===== src/rtl/imem_loader.sv =====
// Instruction-memory loader: takes a framed little-endian byte stream and writes 32-bit words into imem.
// Define IMEM_LOADER_CHECKSUM_EN to require a trailing XOR checksum byte after the data.
module imem_loader #(
  parameter int ADDR_WIDTH = 5,
  parameter int DATA_WIDTH = 32
) (
  input  logic                  clk,
  input  logic                  rst,
  input  logic                  start,
  input  logic [7:0]            rx_data,
  input  logic                  rx_valid,
  output logic                  rx_ready,
  output logic                  imem_we,
  output logic [ADDR_WIDTH-1:0] imem_addr,
  output logic [DATA_WIDTH-1:0] imem_wdata,
  output logic                  busy,
  output logic                  done,
  output logic                  err,
  output logic                  core_hold,
  output logic [ADDR_WIDTH:0]   words_loaded,
  output logic [2:0]            state_dbg
);

  // Handshake: a byte moves on a rising edge where rx_valid && rx_ready; rx_ready is
  // registered and only high in HDR0/HDR1/DATA/CHK, so the sender holds rx_data until then.

  localparam logic [16:0] DEPTH = 17'(2 ** ADDR_WIDTH);

  typedef enum logic [2:0] {
    S_IDLE  = 3'd0,
    S_HDR0  = 3'd1,
    S_HDR1  = 3'd2,
    S_DATA  = 3'd3,
    S_WRITE = 3'd4,
    S_CHK   = 3'd5,
    S_DONE  = 3'd6
  } state_t;

  state_t      state;
  logic [15:0] n_len;
  logic [1:0]  byte_idx;
  logic [23:0] asm_q;
`ifdef IMEM_LOADER_CHECKSUM_EN
  logic [7:0]  csum;
`endif

  logic        xfer;
  logic [15:0] n_hdr;
  logic [15:0] wl_next;
  logic        last_word;

  assign state_dbg = state;
  assign xfer      = rx_valid && rx_ready;
  assign n_hdr     = {rx_data, n_len[7:0]};
  assign wl_next   = 16'(words_loaded) + 16'd1;
  assign last_word = (wl_next == n_len);

  if (DATA_WIDTH != 32) begin : g_width_check
    $error("imem_loader supports DATA_WIDTH == 32 only");
  end

  always_ff @(posedge clk) begin
    if (rst) begin
      state        <= S_IDLE;
      rx_ready     <= 1'b0;
      imem_we      <= 1'b0;
      imem_addr    <= '0;
      imem_wdata   <= '0;
      busy         <= 1'b0;
      done         <= 1'b0;
      err          <= 1'b0;
      core_hold    <= 1'b1;
      words_loaded <= '0;
      n_len        <= '0;
      byte_idx     <= '0;
      asm_q        <= '0;
`ifdef IMEM_LOADER_CHECKSUM_EN
      csum         <= '0;
`endif
    end else begin
      case (state)
        S_IDLE, S_DONE: begin
          if (start) begin
            state        <= S_HDR0;
            rx_ready     <= 1'b1;
            busy         <= 1'b1;
            done         <= 1'b0;
            err          <= 1'b0;
            core_hold    <= 1'b1;
            words_loaded <= '0;
            imem_addr    <= '0;
            byte_idx     <= '0;
`ifdef IMEM_LOADER_CHECKSUM_EN
            csum         <= '0;
`endif
          end
        end

        S_HDR0: begin
          if (xfer) begin
            n_len[7:0] <= rx_data;
            state      <= S_HDR1;
          end
        end

        S_HDR1: begin
          if (xfer) begin
            n_len[15:8] <= rx_data;
            if (n_hdr == 16'd0) begin
              // Empty program: nothing to write, the core may run.
              state     <= S_DONE;
              rx_ready  <= 1'b0;
              busy      <= 1'b0;
              done      <= 1'b1;
              err       <= 1'b0;
              core_hold <= 1'b0;
            end else if ({1'b0, n_hdr} > DEPTH) begin
              state    <= S_DONE;
              rx_ready <= 1'b0;
              busy     <= 1'b0;
              done     <= 1'b1;
              err      <= 1'b1;
            end else begin
              state <= S_DATA;
            end
          end
        end

        S_DATA: begin
          if (xfer) begin
            // Bytes enter at the top so the first byte ends up in bits [7:0].
            asm_q    <= {rx_data, asm_q[23:8]};
            byte_idx <= byte_idx + 2'd1;
`ifdef IMEM_LOADER_CHECKSUM_EN
            csum     <= csum ^ rx_data;
`endif
            if (byte_idx == 2'd3) begin
              imem_wdata <= {rx_data, asm_q};
              imem_we    <= 1'b1;
              rx_ready   <= 1'b0;
              state      <= S_WRITE;
            end
          end
        end

        S_WRITE: begin
          imem_we      <= 1'b0;
          imem_addr    <= imem_addr + 1'b1;
          words_loaded <= words_loaded + 1'b1;
          if (last_word) begin
`ifdef IMEM_LOADER_CHECKSUM_EN
            state    <= S_CHK;
            rx_ready <= 1'b1;
`else
            state     <= S_DONE;
            rx_ready  <= 1'b0;
            busy      <= 1'b0;
            done      <= 1'b1;
            err       <= 1'b0;
            core_hold <= 1'b0;
`endif
          end else begin
            state    <= S_DATA;
            rx_ready <= 1'b1;
          end
        end

`ifdef IMEM_LOADER_CHECKSUM_EN
        S_CHK: begin
          if (xfer) begin
            state    <= S_DONE;
            rx_ready <= 1'b0;
            busy     <= 1'b0;
            done     <= 1'b1;
            if (rx_data == csum) begin
              err       <= 1'b0;
              core_hold <= 1'b0;
            end else begin
              err <= 1'b1;
            end
          end
        end
`endif

        default: begin
          state    <= S_IDLE;
          rx_ready <= 1'b0;
          imem_we  <= 1'b0;
          busy     <= 1'b0;
        end
      endcase
    end
  end

  a_we_only_in_write : assert property (@(posedge clk) imem_we |-> (state == S_WRITE));
  a_no_ready_in_write : assert property (@(posedge clk) (state == S_WRITE) |-> !rx_ready);

endmodule


===== config.mk =====
export PLATFORM = sky130hd
export DESIGN_NAME = imem_loader
export DESIGN_NICKNAME = d
export VERILOG_FILES = /design/src/rtl/imem_loader.sv
export SDC_FILE = /design/constraint.sdc
export NUM_CORES = 1
export LEC_CHECK = 0
export BUFFER_PORTS_ARGS = -buffer_cell sky130_fd_sc_hd__buf_2
export CAP_MARGIN = 20
export CORE_ASPECT_RATIO = 1.5
export CORE_UTILIZATION = 60
export DETAILED_ROUTE_END_ITERATION = 6
export GPL_TIMING_DRIVEN = 1
export PLACE_DENSITY = 0.84
export SLEW_MARGIN = 10
export SYNTH_ARGS = -nofsm -noshare
export SYNTH_HDL_FRONTEND = slang
export SYNTH_SLANG_ARGS = --single-unit

===== constraint.sdc =====
create_clock -name clk -period 4.9 [get_ports clk]
set_input_delay 0.98 -clock clk [delete_from_list [all_inputs] [get_ports clk]]
set_output_delay 0.98 -clock clk [all_outputs]
set_load 0.005 [all_outputs]

==> impl_metrics.prom <==
# TYPE chip_impl_metric gauge
chip_impl_info{name="outcome",value="finished, final reports clean"} 1
chip_impl_metric{name="grt.overflow.total",unit=""} 0
chip_impl_metric{name="crit_path_max_incr_delay",unit="ns"} 0.90
chip_impl_metric{name="cts_max_path_buffers",unit=""} 2
chip_impl_info{name="critical_path.startpoint",value="state_dbg[1]"} 1
chip_impl_metric{name="netSwitchingFraction",unit="%"} 24.1
chip_impl_metric{name="fin_nets",unit=""} 548
chip_impl_metric{name="ys_seq_elements",unit=""} 94
chip_impl_metric{name="p_sw",unit="mW"} 0.349
chip_impl_metric{name="per_instance_average_area_after_synthesis",unit="um^2"} 8.07
chip_impl_metric{name="synth-edff-count",unit=""} 0
chip_impl_metric{name="placeableCoreArea",unit="um^2"} 6260
chip_impl_info{name="start_kind",value="flip-flop"} 1
chip_impl_metric{name="grt_max_degree",unit=""} 69
chip_impl_metric{name="synth_largest_type_area_fraction",unit="%"} 47.4
chip_impl_metric{name="htree_levels",unit=""} 3
chip_impl_metric{name="hold_viol",unit=""} 0
chip_impl_metric{name="ys_async_sr_fraction",unit="%"} 0
chip_impl_metric{name="setup_viol_count_final",unit=""} 0
chip_impl_metric{name="grt_antenna_before_repair",unit=""} 0
chip_impl_info{name="yosys-top-cells-area",value="dfxtp_1, nand2_1, a21oi_1"} 1
chip_impl_metric{name="dieHeight",unit="um"} 102
chip_impl_metric{name="vias_cell",unit=""} 5.68
chip_impl_metric{name="critPathArrivalTime",unit="ns"} 3.21
chip_impl_metric{name="timing.critical_path.fanout_max",unit=""} 32
chip_impl_metric{name="gr-usage-all-layers",unit="%"} 26.3
chip_impl_metric{name="cts_hold_repair.buffers",unit=""} 0
chip_impl_metric{name="initial_core_util",unit="%"} 63.4
chip_impl_metric{name="seq_power_share",unit="%"} 54.4
chip_impl_metric{name="dieWidth",unit="um"} 68.4
chip_impl_metric{name="first_global_vias",unit=""} 3132
chip_impl_metric{name="post_route_cells_drive_above_1_share",unit="%"} 17.1
chip_impl_metric{name="layout.filler_cells",unit=""} 534
chip_impl_info{name="cts-root-buf",value="clkbuf_8"} 1
chip_impl_metric{name="hpwl",unit="um"} 5870
chip_impl_metric{name="worst-endpoint-required",unit="ns"} 5.19
chip_impl_info{name="critical_path.reg2reg.startpoint",value="state_dbg[1]"} 1
chip_impl_info{name="endpoint",value="imem_wdata[12]"} 1
chip_impl_metric{name="total_power",unit="mW"} 1.45
chip_impl_metric{name="drt.antenna.violating_nets",unit=""} 0
chip_impl_metric{name="final_gp_congestion",unit=""} 0.852
chip_impl_info{name="hold_start",value="asm_q[1]"} 1
chip_impl_metric{name="place.detailed.instances",unit=""} 595
chip_impl_metric{name="synthToLayoutAreaGrowth",unit="%"} 12.3
chip_impl_info{name="netlist.top_cell.by_area",value="dfxtp_1"} 1
chip_impl_metric{name="postCtsSetupBuffers",unit=""} 0
chip_impl_metric{name="worst-r2r-setup-slack",unit="ns"} 1.98
chip_impl_metric{name="vias",unit=""} 3476
chip_impl_metric{name="drt_iter0_markers",unit=""} 174
chip_impl_metric{name="r2r.worst_path.cells",unit=""} 6
chip_impl_metric{name="internal_power",unit="mW"} 1.10
chip_impl_metric{name="drcViolationCount",unit=""} 0
chip_impl_info{name="synth_top_flop_cell",value="dfxtp_1"} 1
chip_impl_info{name="rsz0062_at_grt",value="no"} 1
chip_impl_info{name="setup.worst_path.end_class",value="flip-flop"} 1
chip_impl_metric{name="yosysWarningCount",unit=""} 0
chip_impl_metric{name="share_clk_of_total_power",unit="%"} 38.3
chip_impl_metric{name="synth_area",unit="um^2"} 3970
chip_impl_metric{name="worstMarginPinSlew",unit="ns"} 1.09
chip_impl_metric{name="layout_worst_path_cycle_share",unit="%"} 59.6
chip_impl_metric{name="antenna_cells",unit=""} 0
chip_impl_metric{name="fin_cells",unit=""} 612
chip_impl_metric{name="global_route_wire_length_before_repair",unit="um"} 14100
chip_impl_metric{name="worstSkewPairLatency",unit="ns"} 0.35
chip_impl_metric{name="achievable_clock_frequency",unit="MHz"} 342
chip_impl_metric{name="power.leakage",unit="nW"} 1.73
chip_impl_metric{name="maxCapViolations",unit=""} 0
chip_impl_info{name="critical_path.cell_chain",value="inv_1 -> nor4_4 -> buf_4 -> and2_1 -> nand2_1 -> a21oi_1"} 1
chip_impl_metric{name="syn_nets",unit=""} 507
chip_impl_metric{name="cts.clk_slew.worst_paths",unit="ns"} 0.09
chip_impl_metric{name="netlist-cell-type-count",unit=""} 51
chip_impl_metric{name="per_cell_routed_wire_length",unit="um"} 14.1
chip_impl_metric{name="timing.final.crit_period",unit="ns"} 2.92
chip_impl_metric{name="comb_power_share",unit="%"} 7.3
chip_impl_metric{name="irDropWorstVdd",unit="uV"} 176
chip_impl_metric{name="buffer_ports.inserted",unit=""} 63
chip_impl_metric{name="floorplan.die_area",unit="um^2"} 6950
chip_impl_info{name="min-delay-path-class",value="flip-flop to flip-flop"} 1
chip_impl_metric{name="maxSlewHeadroom",unit="%"} 27.4
chip_impl_info{name="critical_path.reg2reg.endpoint",value="imem_wdata[12]"} 1
chip_impl_metric{name="clock_sink_count",unit=""} 94
chip_impl_metric{name="totalWireLength",unit="um"} 8650
chip_impl_metric{name="cts_inserted_buffers",unit=""} 9
chip_impl_metric{name="timing.clock.skew",unit="ns"} 0.0115
chip_impl_info{name="tritoncts",value="built"} 1
chip_impl_metric{name="slew_violations",unit=""} 0
chip_impl_metric{name="setup_tns",unit="ns"} 0
chip_impl_metric{name="num_io_pins",unit=""} 64
chip_impl_metric{name="power-per-cell-area",unit="nW/um^2"} 325
chip_impl_metric{name="synth_cells",unit=""} 492
chip_impl_info{name="crit_slowest_cell",value="and2_1"} 1
chip_impl_metric{name="cts_resized",unit=""} 0
chip_impl_metric{name="drt_pass1_iterations",unit=""} 5
chip_impl_info{name="criticalPathCategory",value="flip-flop to flip-flop"} 1
chip_impl_metric{name="num_rows",unit=""} 35
chip_impl_metric{name="synth_seq_area_share",unit="%"} 47.4
-- power groups by stage --
stage	combinational, mW	clock, mW	sequential (mW)
final	0.106	0.555	0.788
after global placement	0.100	0	0.805
after CTS	0.103	0.557	0.787
after detailed placement	0.103	0	0.805
after global routing	0.116	0.593	0.790
after floorplan	0.0771	0	0.798
-- placed cells by master, fill, tap and decap left out, drive strengths merged, types with 5 or more instances in the layout --
master	count
inv	7
nand2b	5
nand3	8
dfxtp	94
clkbuf	11
o21ai	14
a21oi	77
mux2i	16
nor4	6
or3	5
a31oi	6
buf	66
nor2	38
nand2	126
-- Yosys cell counts, types with 2 or more instances --
library cell  instances
and2_1                2
dfxtp_1              94
mux2i_1              16
nor2_1               37
nor4_1                4
o21ai_0              14
or3_1                 5
buf_4                 3
nand3_1               8
a22oi_1               3
and3_1                3
nor4_4                2
nand2_1             126
nand2b_1              5
inv_1                 5
o21a_1                2
buf_2                 5
a21oi_1              77
o21bai_1              3
ha_1                  3
xor2_1                4
buf_6                 2
nand4_1               4
xnor2_1               2
or4_1                 3
nor3_1                2
o2bb2ai_1             2
a31oi_1               6
nand3b_1              4
clkbuf_1             25
-- layout make-up --
class                      count  area [um^2]  area share (%)
tap                           74         92.6            2.08
multi-input combinational    356         1900            42.6
inverter                       6         22.5           0.505
clock buffer                  11          131            2.95
timing repair buffer          66          350            7.86
sequential                    94         1880            42.2
clock inverter                 5         81.3            1.82
-- per-stage QoR --
stage          setup slack, ns  util [%]  cell area (um^2)  hold slack (ns)
4_1_cts                   1.96      70.9              4440            0.448
3_5_place_dp              1.78      67.5              4230            0.443
2_1_floorplan             2.65         -              3970            0.432
6_report                  1.98      71.2              4460            0.446
5_1_grt                   1.68      71.2              4460            0.448
3_3_place_gp              1.88      67.5              4230            0.439
-- sequential cells by signal (all words and copies together), names as in the netlist --
| signal | flops |
|---|---|
| imem_wdata | 32 |
| asm_q | 24 |
| rx_ready | 1 |
| byte_idx | 2 |
| done | 1 |
| n_len | 16 |
| core_hold | 1 |
| words_loaded | 6 |
| state_dbg | 3 |
| imem_we | 1 |
| err | 1 |
| busy | 1 |
| imem_addr | 5 |
-- worst min-delay path by stage --
| stage | depth (start not counted) | end | slack [ns] |
|---|---|---|---|
| floorplan | 2 | imem_wdata[0] | 0.43 |
| global placement | 2 | imem_wdata[6] | 0.44 |
| detailed placement | 2 | imem_wdata[17] | 0.44 |
| CTS | 2 | imem_wdata[1] | 0.45 |
| global route | 2 | imem_wdata[1] | 0.45 |
| finish | 2 | imem_wdata[1] | 0.45 |
-- logic make-up (layout without fill, tap and decap cells) --
group	after synthesis	count (layout)	share of synthesized area, %
AND/OR/NAND/NOR	212	212	24.2
AO/OA/AOI/OAI	119	119	17.3
flip-flops	94	94	47.4
buffers and inverters	42	88	4.79
multiplexers	16	16	4.03
XOR/XNOR	6	6	1.32
adder cells (fa/ha/maj)	3	3	0.946
-- critical path: cells and delay by family, from the launching register on --
family,cells,cell delay [ns]
AO/OA/AOI/OAI,1,0.17
AND/OR/NAND/NOR,3,1.31
flip-flops,1,0.71
buffers and inverters,2,0.66
-- metal layers --
metal  GRT usage (%)  up-vias  wire length, um
met1            30.5     1628             3470
li1                -     1752                -
met2            46.8       81             4760
met3            5.07       15              297
met4            8.97        0              120
met5               0        -                0
(Power assumes the default switching activity.)
